<file path="config.mk">
export PLATFORM = sky130hd
export DESIGN_NAME = multicycle_control
export DESIGN_NICKNAME = d
export VERILOG_FILES = /design/src/rtl/mc_ctrl_pkg.sv /design/src/rtl/mc_alu_decode.sv /design/src/rtl/multicycle_control.sv
export SDC_FILE = /design/constraint.sdc
export NUM_CORES = 1
export LEC_CHECK = 0
export BUFFER_PORTS_ARGS = -buffer_cell sky130_fd_sc_hd__clkbuf_2
export CAP_MARGIN = 15
export CORE_UTILIZATION = 48
export DETAILED_ROUTE_END_ITERATION = 16
export HOLD_SLACK_MARGIN = 0.05
export MAX_ROUTING_LAYER = met4
export PLACE_DENSITY = 0.73
export SLEW_MARGIN = 5
export SYNTH_ARGS = -nofsm -noshare
export SYNTH_HDL_FRONTEND = slang
export SYNTH_SLANG_ARGS = --single-unit
export TNS_END_PERCENT = 5
</file>
<file path="constraint.sdc">
create_clock -name CLK -period 1.75 [get_ports CLK]
set_clock_uncertainty 0.2 [all_clocks]
set_input_delay 0.0875 -clock CLK [delete_from_list [all_inputs] [get_ports CLK]]
set_output_delay 0.0875 -clock CLK [all_outputs]
set_load 0.005 [all_outputs]
</file>
<file path="src/rtl/mc_ctrl_pkg.sv">
// Shared opcodes, ALU operation codes and FSM state encoding for the multi-cycle control unit.
package mc_ctrl_pkg;

  localparam int unsigned OPCODE_W = 4;
  localparam int unsigned ALU_OP_W = 3;

  localparam logic [OPCODE_W-1:0] OP_ADD  = 4'h0;
  localparam logic [OPCODE_W-1:0] OP_SUB  = 4'h1;
  localparam logic [OPCODE_W-1:0] OP_AND  = 4'h2;
  localparam logic [OPCODE_W-1:0] OP_OR   = 4'h3;
  localparam logic [OPCODE_W-1:0] OP_ADDI = 4'h4;
  localparam logic [OPCODE_W-1:0] OP_LW   = 4'h5;
  localparam logic [OPCODE_W-1:0] OP_SW   = 4'h6;
  localparam logic [OPCODE_W-1:0] OP_BEQ  = 4'h7;
  localparam logic [OPCODE_W-1:0] OP_HALT = 4'hF;

  localparam logic [ALU_OP_W-1:0] ALU_ADD = 3'b000;
  localparam logic [ALU_OP_W-1:0] ALU_SUB = 3'b001;
  localparam logic [ALU_OP_W-1:0] ALU_AND = 3'b010;
  localparam logic [ALU_OP_W-1:0] ALU_OR  = 3'b011;

  typedef enum logic [3:0] {
    ST_IDLE   = 4'd0,
    ST_FETCH  = 4'd1,
    ST_DECODE = 4'd2,
    ST_EXEC   = 4'd3,
    ST_MEMRD  = 4'd4,
    ST_MEMWR  = 4'd5,
    ST_WB     = 4'd6,
    ST_BRANCH = 4'd7,
    ST_HALT   = 4'd8
  } state_e;

endpackage

</file>
<file path="src/rtl/mc_alu_decode.sv">
// Combinational opcode classifier: ALU operation, B-operand select and instruction class bits.
module mc_alu_decode
  import mc_ctrl_pkg::*;
(
  input  logic [OPCODE_W-1:0] opcode_i,
  output logic [ALU_OP_W-1:0] alu_op_o,
  output logic                alu_src_imm_o,
  output logic                is_exec_o,
  output logic                is_load_o,
  output logic                is_store_o,
  output logic                is_branch_o,
  output logic                is_halt_o
);

  // Classify the opcode; anything unlisted decodes as a NOP.
  always_comb begin
    alu_op_o      = ALU_ADD;
    alu_src_imm_o = 1'b0;
    is_exec_o     = 1'b0;
    is_load_o     = 1'b0;
    is_store_o    = 1'b0;
    is_branch_o   = 1'b0;
    is_halt_o     = 1'b0;
    case (opcode_i)
      OP_ADD:  begin is_exec_o = 1'b1; alu_op_o = ALU_ADD; end
      OP_SUB:  begin is_exec_o = 1'b1; alu_op_o = ALU_SUB; end
      OP_AND:  begin is_exec_o = 1'b1; alu_op_o = ALU_AND; end
      OP_OR:   begin is_exec_o = 1'b1; alu_op_o = ALU_OR;  end
      OP_ADDI: begin is_exec_o = 1'b1; alu_src_imm_o = 1'b1; end
      OP_LW:   begin is_exec_o = 1'b1; alu_src_imm_o = 1'b1; is_load_o = 1'b1; end
      OP_SW:   begin is_exec_o = 1'b1; alu_src_imm_o = 1'b1; is_store_o = 1'b1; end
      OP_BEQ:  begin is_branch_o = 1'b1; alu_op_o = ALU_SUB; end
      OP_HALT: is_halt_o = 1'b1;
      default: ;
    endcase
  end

endmodule

</file>
<file path="src/rtl/multicycle_control.sv">
// Multi-cycle control FSM: sequences fetch/decode/execute/memory/writeback with a memory-stall watchdog.
module multicycle_control
  import mc_ctrl_pkg::*;
#(
  parameter int unsigned MEM_TIMEOUT = 255,
  parameter int unsigned CNT_W       = 8
) (
  input  logic                CLK,
  input  logic                RST,
  input  logic [OPCODE_W-1:0] IR_OPCODE,
  input  logic                MEM_READY,
  input  logic                ZERO,
  output logic                PC_WE,
  output logic                PC_SRC,
  output logic                IR_WE,
  output logic                ADDR_SEL,
  output logic                MEM_RE,
  output logic                MEM_WE,
  output logic                ALU_SRC_IMM,
  output logic [ALU_OP_W-1:0] ALU_OP,
  output logic                REG_WE,
  output logic                WB_SEL,
  output logic                HALTED,
  output logic                ERR
);

  state_e              state_q, state_d;
  logic [CNT_W-1:0]    wd_q, wd_d;
  logic                err_q, err_d;
  logic                mem_wait;

  logic                pc_src_q, pc_src_d;
  logic                addr_sel_q, addr_sel_d;
  logic                mem_re_q, mem_re_d;
  logic                mem_we_q, mem_we_d;
  logic                alu_src_imm_q, alu_src_imm_d;
  logic [ALU_OP_W-1:0] alu_op_q, alu_op_d;
  logic                reg_we_q, reg_we_d;
  logic                wb_sel_q, wb_sel_d;
  logic                halted_q, halted_d;
  logic                fetch_q, fetch_d;
  logic                branch_q, branch_d;

  logic [ALU_OP_W-1:0] dec_alu_op;
  logic                dec_src_imm, dec_exec, dec_load, dec_store, dec_branch, dec_halt;

  mc_alu_decode u_alu_decode (
    .opcode_i      (IR_OPCODE),
    .alu_op_o      (dec_alu_op),
    .alu_src_imm_o (dec_src_imm),
    .is_exec_o     (dec_exec),
    .is_load_o     (dec_load),
    .is_store_o    (dec_store),
    .is_branch_o   (dec_branch),
    .is_halt_o     (dec_halt)
  );

  // Next state, watchdog and the output values that will hold in the next state.
  always_comb begin
    state_d  = state_q;
    wd_d     = '0;
    err_d    = err_q;
    mem_wait = 1'b0;
    case (state_q)
      ST_IDLE:   state_d = ST_FETCH;
      ST_FETCH:  if (MEM_READY) state_d = ST_DECODE; else mem_wait = 1'b1;
      ST_DECODE: begin
        if      (dec_exec)   state_d = ST_EXEC;
        else if (dec_branch) state_d = ST_BRANCH;
        else if (dec_halt)   state_d = ST_HALT;
        else                 state_d = ST_FETCH;
      end
      ST_EXEC: begin
        if      (dec_load)  state_d = ST_MEMRD;
        else if (dec_store) state_d = ST_MEMWR;
        else                state_d = ST_WB;
      end
      ST_MEMRD:  if (MEM_READY) state_d = ST_WB;    else mem_wait = 1'b1;
      ST_MEMWR:  if (MEM_READY) state_d = ST_FETCH; else mem_wait = 1'b1;
      ST_WB:     state_d = ST_FETCH;
      ST_BRANCH: state_d = ST_FETCH;
      ST_HALT:   state_d = ST_HALT;
      default:   state_d = ST_IDLE;
    endcase

    // A wait on the last allowed cycle expires; MEM_READY on that cycle never reaches here.
    if (mem_wait) begin
      if ((MEM_TIMEOUT != 0) && (wd_q == CNT_W'(MEM_TIMEOUT - 1))) begin
        state_d = ST_HALT;
        err_d   = 1'b1;
      end else begin
        wd_d = wd_q + CNT_W'(1);
      end
    end

    pc_src_d      = (state_d == ST_BRANCH);
    addr_sel_d    = (state_d == ST_MEMRD) || (state_d == ST_MEMWR);
    mem_re_d      = (state_d == ST_FETCH) || (state_d == ST_MEMRD);
    mem_we_d      = (state_d == ST_MEMWR);
    alu_src_imm_d = (state_d == ST_EXEC) && dec_src_imm;
    alu_op_d      = (state_d == ST_EXEC)   ? dec_alu_op :
                    (state_d == ST_BRANCH) ? ALU_SUB    : ALU_ADD;
    reg_we_d      = (state_d == ST_WB);
    wb_sel_d      = (state_d == ST_WB) && dec_load;
    halted_d      = (state_d == ST_HALT);
    fetch_d       = (state_d == ST_FETCH);
    branch_d      = (state_d == ST_BRANCH);
  end

  // State, watchdog, sticky error and registered outputs; reset clears strobes immediately.
  always_ff @(posedge CLK or posedge RST) begin
    if (RST) begin
      state_q       <= ST_IDLE;
      wd_q          <= '0;
      err_q         <= 1'b0;
      pc_src_q      <= 1'b0;
      addr_sel_q    <= 1'b0;
      mem_re_q      <= 1'b0;
      mem_we_q      <= 1'b0;
      alu_src_imm_q <= 1'b0;
      alu_op_q      <= ALU_ADD;
      reg_we_q      <= 1'b0;
      wb_sel_q      <= 1'b0;
      halted_q      <= 1'b0;
      fetch_q       <= 1'b0;
      branch_q      <= 1'b0;
    end else begin
      state_q       <= state_d;
      wd_q          <= wd_d;
      err_q         <= err_d;
      pc_src_q      <= pc_src_d;
      addr_sel_q    <= addr_sel_d;
      mem_re_q      <= mem_re_d;
      mem_we_q      <= mem_we_d;
      alu_src_imm_q <= alu_src_imm_d;
      alu_op_q      <= alu_op_d;
      reg_we_q      <= reg_we_d;
      wb_sel_q      <= wb_sel_d;
      halted_q      <= halted_d;
      fetch_q       <= fetch_d;
      branch_q      <= branch_d;
    end
  end

  // IR/PC loads complete in the cycle memory answers; a branch commits on this cycle's ZERO.
  assign IR_WE       = fetch_q && MEM_READY;
  assign PC_WE       = (fetch_q && MEM_READY) || (branch_q && ZERO);
  assign PC_SRC      = pc_src_q;
  assign ADDR_SEL    = addr_sel_q;
  assign MEM_RE      = mem_re_q;
  assign MEM_WE      = mem_we_q;
  assign ALU_SRC_IMM = alu_src_imm_q;
  assign ALU_OP      = alu_op_q;
  assign REG_WE      = reg_we_q;
  assign WB_SEL      = wb_sel_q;
  assign HALTED      = halted_q;
  assign ERR         = err_q;

endmodule
</file>
==> impl_results.md, run 1 <==
- Initial antenna violation count: 0
- Routed Antenna Nets: 0
- Seq/Total Area, Yosys: 50.5%
- Commonest cells after routing, fill and taps aside: dfrtp_1, clkbuf_2, buf_4, nor2_1, nand2_1
- Overall overflow remaining after global route: 0
- Initial drt markers: 17
- Final instance area: approximately 1600 um2
- CP Max Fanout: 7
- Worst path required time: 1810 ps
- First-pass GRT wire length: approximately 4100 um
- Pins Over Slew Limit: 0
- Crit path arrival time: 1860 ps
- FFs w/ async S/R, synth: 100%
- Routed len/inst: 13.2 um
- Yosys warns: 0
- Worst Reg-to-Reg Cells: 5
- Clock root cell: clkbuf_4
- Die ar.: 2680 um2
- Synth top area cells: dfrtp_1, nor2_1, xor2_1
- Max VDD drop: approximately 0.0013 V
- P&R area growth vs syn: 32.5%
- CTS Sinks: 24
- ANT cells: 0
- XOR/XNOR Fraction of Synth Area: about 5.9%
- Initial Util: 52.2%
- Gpl congestion: ~0.82
- FF-to-FF Start: state_q[2]$_DFF_PP0_
- Tmin final: 1800 ps
- Register area: 606 um2
- #FFs+latches synth: 24
- Final setup viols: 5
- Total number of vias: 972
- Setup ws final: -48.8 ps
- Largest family of logic cells by synthesized area: simple AND/OR/NAND/NOR gates
- WS Path Type: flop to flop
- First-pass iteration count of the detailed router: 4
- Post-synthesis mux area share: 0%
- Share of layout cells above drive strength 1: 36.0%
- Port bufs: 20
- Hold Crit Start: IR_OPCODE[2]
- Synth Area in Compound Gates: a little over 8%
- Total wire length: 2500 um
- Outcome: complete, but fails checks
- Total track usage: between 20% and 30%
- Critical path launch point type: flop
- Max-cap violations: 0
- Core Util, Final: 69.2%
- Height of the die: 51.8 um
- Drc violations: 0
- Total power: 1.99 mW
- Num ports: 22
- Vias in the first global route: 960
- Post-synth EDFFs: 0
- Worst Hold Class: input port to flop
- Maximum root-to-sink buffer count: 2
- Fin crit share: 103%
- Final hold violations: 0
- Hpwl dp: 1810 um
- CP endpoint kind: flop
- RSZ-0062 raised after global routing: yes
- Core ar.: 2280 um2
- FMAX: 556 MHz
- Beginning of the critical path: state_q[2]$_DFF_PP0_
- Syn nets: 125
- Synth Cell Area: 1190 um2
- Post-synthesis adder-cell area fraction: between 2 and 2.5%
- CTS tree: built
- Syn_area_per_cell: 10.3 um2
- Worst Hold Depth: 5
- # fillers: 169
- PD cells: around 1300 nW/um2
- H-tree depth: 1
- Die W: between 50 and 60 um
- Post-synth top area share: between 50% and 60%
- Core Rows: 17
- Simple-gate portion of the synthesized area: 28.5%
- Unique masters post-synth: 39
- Final #Nets: 172
- Failing checks: setup timing
- Post-DP Area: approximately 1400 um2
- Syn Inst Count: 115
- Setup TNS: -132 ps
- Num CTS Buffers: 3
- Largest net degree at the start of global routing: 25
- Leakage: 0.817 nW
- Routed vias/inst: between 5 and 6
- Prevailing post-synth register cell: dfrtp_1
- Clk pin slew, worst setup/hold paths: 130 ps
- Multi-input logic area: ~550 um2
- Worst-Skew Late Latency: approximately 320 ps
- Dominant cell type by area after synthesis: dfrtp_1
-- layout make-up --
type,count,share of cell area [%]
tap,28,2.22
timing repair buffer,46,20.0
clock inverter,1,1.91
clock buffer,3,1.43
inverter,5,1.19
multi-input combinational,82,34.8
sequential,24,38.4
-- metrics by stage --
stage / instances / setup slack (ps) / hold slack, ps
final: 189 / -48.8 / 77.1
after global routing: 189 / -84.8 / 88.7
after CTS: 187 / -71.0 / 60.0
after detailed placement: 176 / -127 / -72.9
after global placement: 176 / -22.8 / -80.8
after floorplan: 115 / 16.1 / -97.9
-- routing by layer --
| layer | GRT usage [%] | vias to the layer above | wire length (um) |
|---|---|---|---|
| met5 | - | - | 0 |
| li1 | - | 481 | - |
| met4 | 4.05 | 0 | 11 |
| met2 | 37.2 | 20 | 1270 |
| met1 | 25.3 | 469 | 1120 |
| met3 | 6.14 | 2 | 95 |
-- logic make-up (layout without fill, tap and decap cells) --
logic type	count (synthesis)	count (layout)
compound gates	12	12
xor+xnor	8	8
buf+inv	9	55
other cells	1	1
flops	24	24
fa+ha+maj	2	2
simple gates	59	59
-- what timing repair did --
item	in CTS	in global routing
endpoints found under the setup margin	5	9
setup buffers	1	2
hold endpoints to repair	29	0
hold buffers	6	0
resized for setup	2	9
pin swaps	1	4
-- worst paths after layout --
path / end / slack [ps]
worst max-delay path: MEM_RE$_DFF_PP0_ / -50
worst min-delay path: REG_WE$_DFF_PP0_ / 80
max in group asynchronous: state_q[2]$_DFF_PP0_ / 990
worst max register to register: MEM_RE$_DFF_PP0_ / -50
worst min register to register: ERR$_DFFE_PP0P_ / 280
min in group asynchronous: wd_q[4]$_DFF_PP0_ / 110
-- synthesized netlist by cell type (3+ instances only) --
cell      count
a21oi_1       4
dfrtp_1      24
inv_1         5
nand2_1       9
nand2b_1      3
nand3_1       4
nor2_1       19
xor2_1        7
-- power breakdown --
| part | internal (mW) | total [mW] | switching, mW |
|---|---|---|---|
| registers | 0.658 | 0.738 | 0.0803 |
| clock network | 0.232 | 0.397 | 0.165 |
| logic | 0.419 | 0.855 | 0.436 |
-- flip-flops by register name, summed over array words and instances, names as in the netlist --
| signal | cells |
|---|---|
| ERR | 1 |
| WB_SEL | 1 |
| MEM_WE | 1 |
| MEM_RE | 1 |
| ADDR_SEL | 1 |
| HALTED | 1 |
| state_q | 4 |
| ALU_SRC_IMM | 1 |
| wd_q | 8 |
| ALU_OP | 2 |
| fetch_q | 1 |
| REG_WE | 1 |
| branch_q | 1 |
-- critical path: stages, from the launching register on --
cell	delay [ps]
dfrtp_2	480
and4bb_1	290
and4b_4	270
a211oi_4	50
or3_4	340
a21oi_2	120
(Power assumes the default switching activity.)
==> inputs of run 2 (changes only) <==
Settings changed: PLACE_DENSITY 0.73 to not set, PLACE_DENSITY_LB_ADDON set to 0.3.
==> run 2 against run 1 <==
  * The run still ends with setup timing left
  * Power shrank 2.0%
  * Via count is 0.10% lower
  * Fmax down 2.2%
  * Non-clock buffer count up 1
  * Hold slack better by 26 ps
  * Global-route usage is 0.70 points higher
  * Final area rose by 0.64%
  * Setup slack got worse by 40 ps
  * Critical path depth unchanged
  * Critical endpoint unchanged
  * Sequential share of layout area decreased by 0.32 points
==> impl_results.md, run 2 (same netlist as run 1, synthesis figures left out) <==
- Die ar.: 2680 um2
- Total wire length: 2630 um
- Hold Crit Start: MEM_READY
- H-tree depth: 1
- Overall overflow remaining after global route: 0
- Core Rows: 17
- Worst path required time: 1800 ps
- CP Max Fanout: 7
- Clk pin slew, worst setup/hold paths: 130 ps
- FF-to-FF Start: state_q[2]$_DFF_PP0_
- Critical path launch point type: flop
- Vias in the first global route: slightly above 900
- Beginning of the critical path: state_q[2]$_DFF_PP0_
- ANT cells: 0
- Num CTS Buffers: 3
- Clock root cell: clkbuf_4
- Largest net degree at the start of global routing: 25
- # fillers: 177
- RSZ-0062 raised after global routing: yes
- Num ports: 22
- Total number of vias: 971
- Hpwl dp: 1610 um
- Port bufs: 20
- Routed len/inst: 13.8 um
- Routed vias/inst: 5.11
- CP endpoint kind: flop
- Tmin final: ~1800 ps
- Worst Hold Class: input port to flop
- Multi-input logic area: approximately 570 um2
- Failing checks: setup timing
- Max-cap violations: 0
- Gpl congestion: ~0.9
- Drc violations: 0
- Worst-Skew Late Latency: 310 ps
- Final #Nets: 173
- First-pass iteration count of the detailed router: 4
- Setup ws final: -89.2 ps
- Initial antenna violation count: 0
- Routed Antenna Nets: 0
- Setup TNS: -210 ps
- Clock power frac: 14.7%
- Core ar.: approximately 2300 um2
- Maximum root-to-sink buffer count: 2
- WS Path Type: flop to flop
- Max VDD drop: 0.000946 V
- Final instance area: 1590 um2
- Int Pwr: around 1.2 mW
- Crit path arrival time: 1890 ps
- Register area: 604 um2
- Share of layout cells above drive strength 1: 39.5%
- FMAX: roughly 540 MHz
- Outcome: complete, but fails checks
- PD cells: 1230 nW/um2
- Comb power frac: 46.9%
- CTS Sinks: 24
- Fin crit share: 105%
- First-pass GRT wire length: 4140 um
- Height of the die: 51.8 um
- Final hold violations: 0
- Die W: around 52 um
- P&R area growth vs syn: 33.4%
- Power share of the sequential group: around two fifths
- Pins Over Slew Limit: 0
- Commonest non-fill, non-tap cell in the layout: dfrtp_1
- CTS tree: built
- Commonest cells after routing, fill and taps aside: dfrtp_1, clkbuf_2, buf_4, nor2_1, nand2_1
- Final setup viols: 3
- Total track usage: 22.3%
- Biggest register: wd_q
- Sw power: 0.709 mW
- Switching share of power: 36.4%
- Initial Util: 52.2%
- Initial drt markers: 26
- Post-DP Area: about 1400 um2
- Max FFs per register: 8
- Leakage: 0.814 nW
run 2: path summary, 6_finish.rpt:
| kind | slack [ps] | endpoint | depth (start not counted) |
|---|---|---|---|
| min | 100 | state_q[0]$_DFF_PP0_ | 4 |
| min in group asynchronous | 120 | wd_q[5]$_DFF_PP0_ | 4 |
| max in group asynchronous | 980 | state_q[2]$_DFF_PP0_ | 4 |
| max | -90 | MEM_RE$_DFF_PP0_ | 5 |
| max reg2reg | -90 | MEM_RE$_DFF_PP0_ | 5 |
| min reg2reg | 290 | ERR$_DFFE_PP0P_ | 1 |
run 2: cell type report:
class	count	share of cell area [%]
well taps	28	2.21
inverters	5	1.18
flip-flops and latches	24	38.1
multi-input cells	82	35.7
repair buffers	47	20.5
clock buffers	4	2.29
run 2: power groups by stage:
stage	registers [mW]	logic (mW)	clock network, mW
2_1_floorplan	0.725	0.514	0
3_3_place_gp	0.735	0.725	0
3_5_place_dp	0.740	0.744	0
4_1_cts	0.733	0.793	0.295
5_1_grt	0.759	0.990	0.320
6_report	0.749	0.914	0.287
run 2: metrics by stage:
step	std cells	power [mW]	worst slack (ps)	utilization, %	hold WS, ps
2_1_floorplan	115	1.24	16.1	-	-97.9
4_1_cts	186	1.82	-60.6	66.8	114
3_3_place_gp	174	1.46	-24.2	61.6	-80.8
3_5_place_dp	174	1.48	-73.8	61.6	-70.2
6_report	190	1.95	-89.2	69.7	103
5_1_grt	190	2.07	-147	69.7	113
run 2: metal layers:
layer | wire (um) | up-vias | part of all wire [%] | track usage (%)
met5 | 0 | - | 0 | -
met4 | 82 | 0 | 3.1 | 14.0
met3 | 105 | 10 | 4.0 | 4.97
met2 | 1270 | 35 | 48 | 32.0
met1 | 1170 | 448 | 45 | 28.6
li1 | - | 478 | - | -
run 2: repair_timing:
item | CTS | global route
endpoints found under the hold margin | 29 | 0
hold buffers | 7 | 0
pin swaps | 3 | 4
setup buffers | 1 | 4
gates resized for setup | 3 | 14
endpoints found under the setup margin | 6 | 10
run 2: worst max-delay path: stages, from the launching register on:
cell and delay (ps):
dfrtp_2 490, nor2b_2 190, a211oi_2 300, a211oi_4 120, or3_4 350, a21oi_2 130
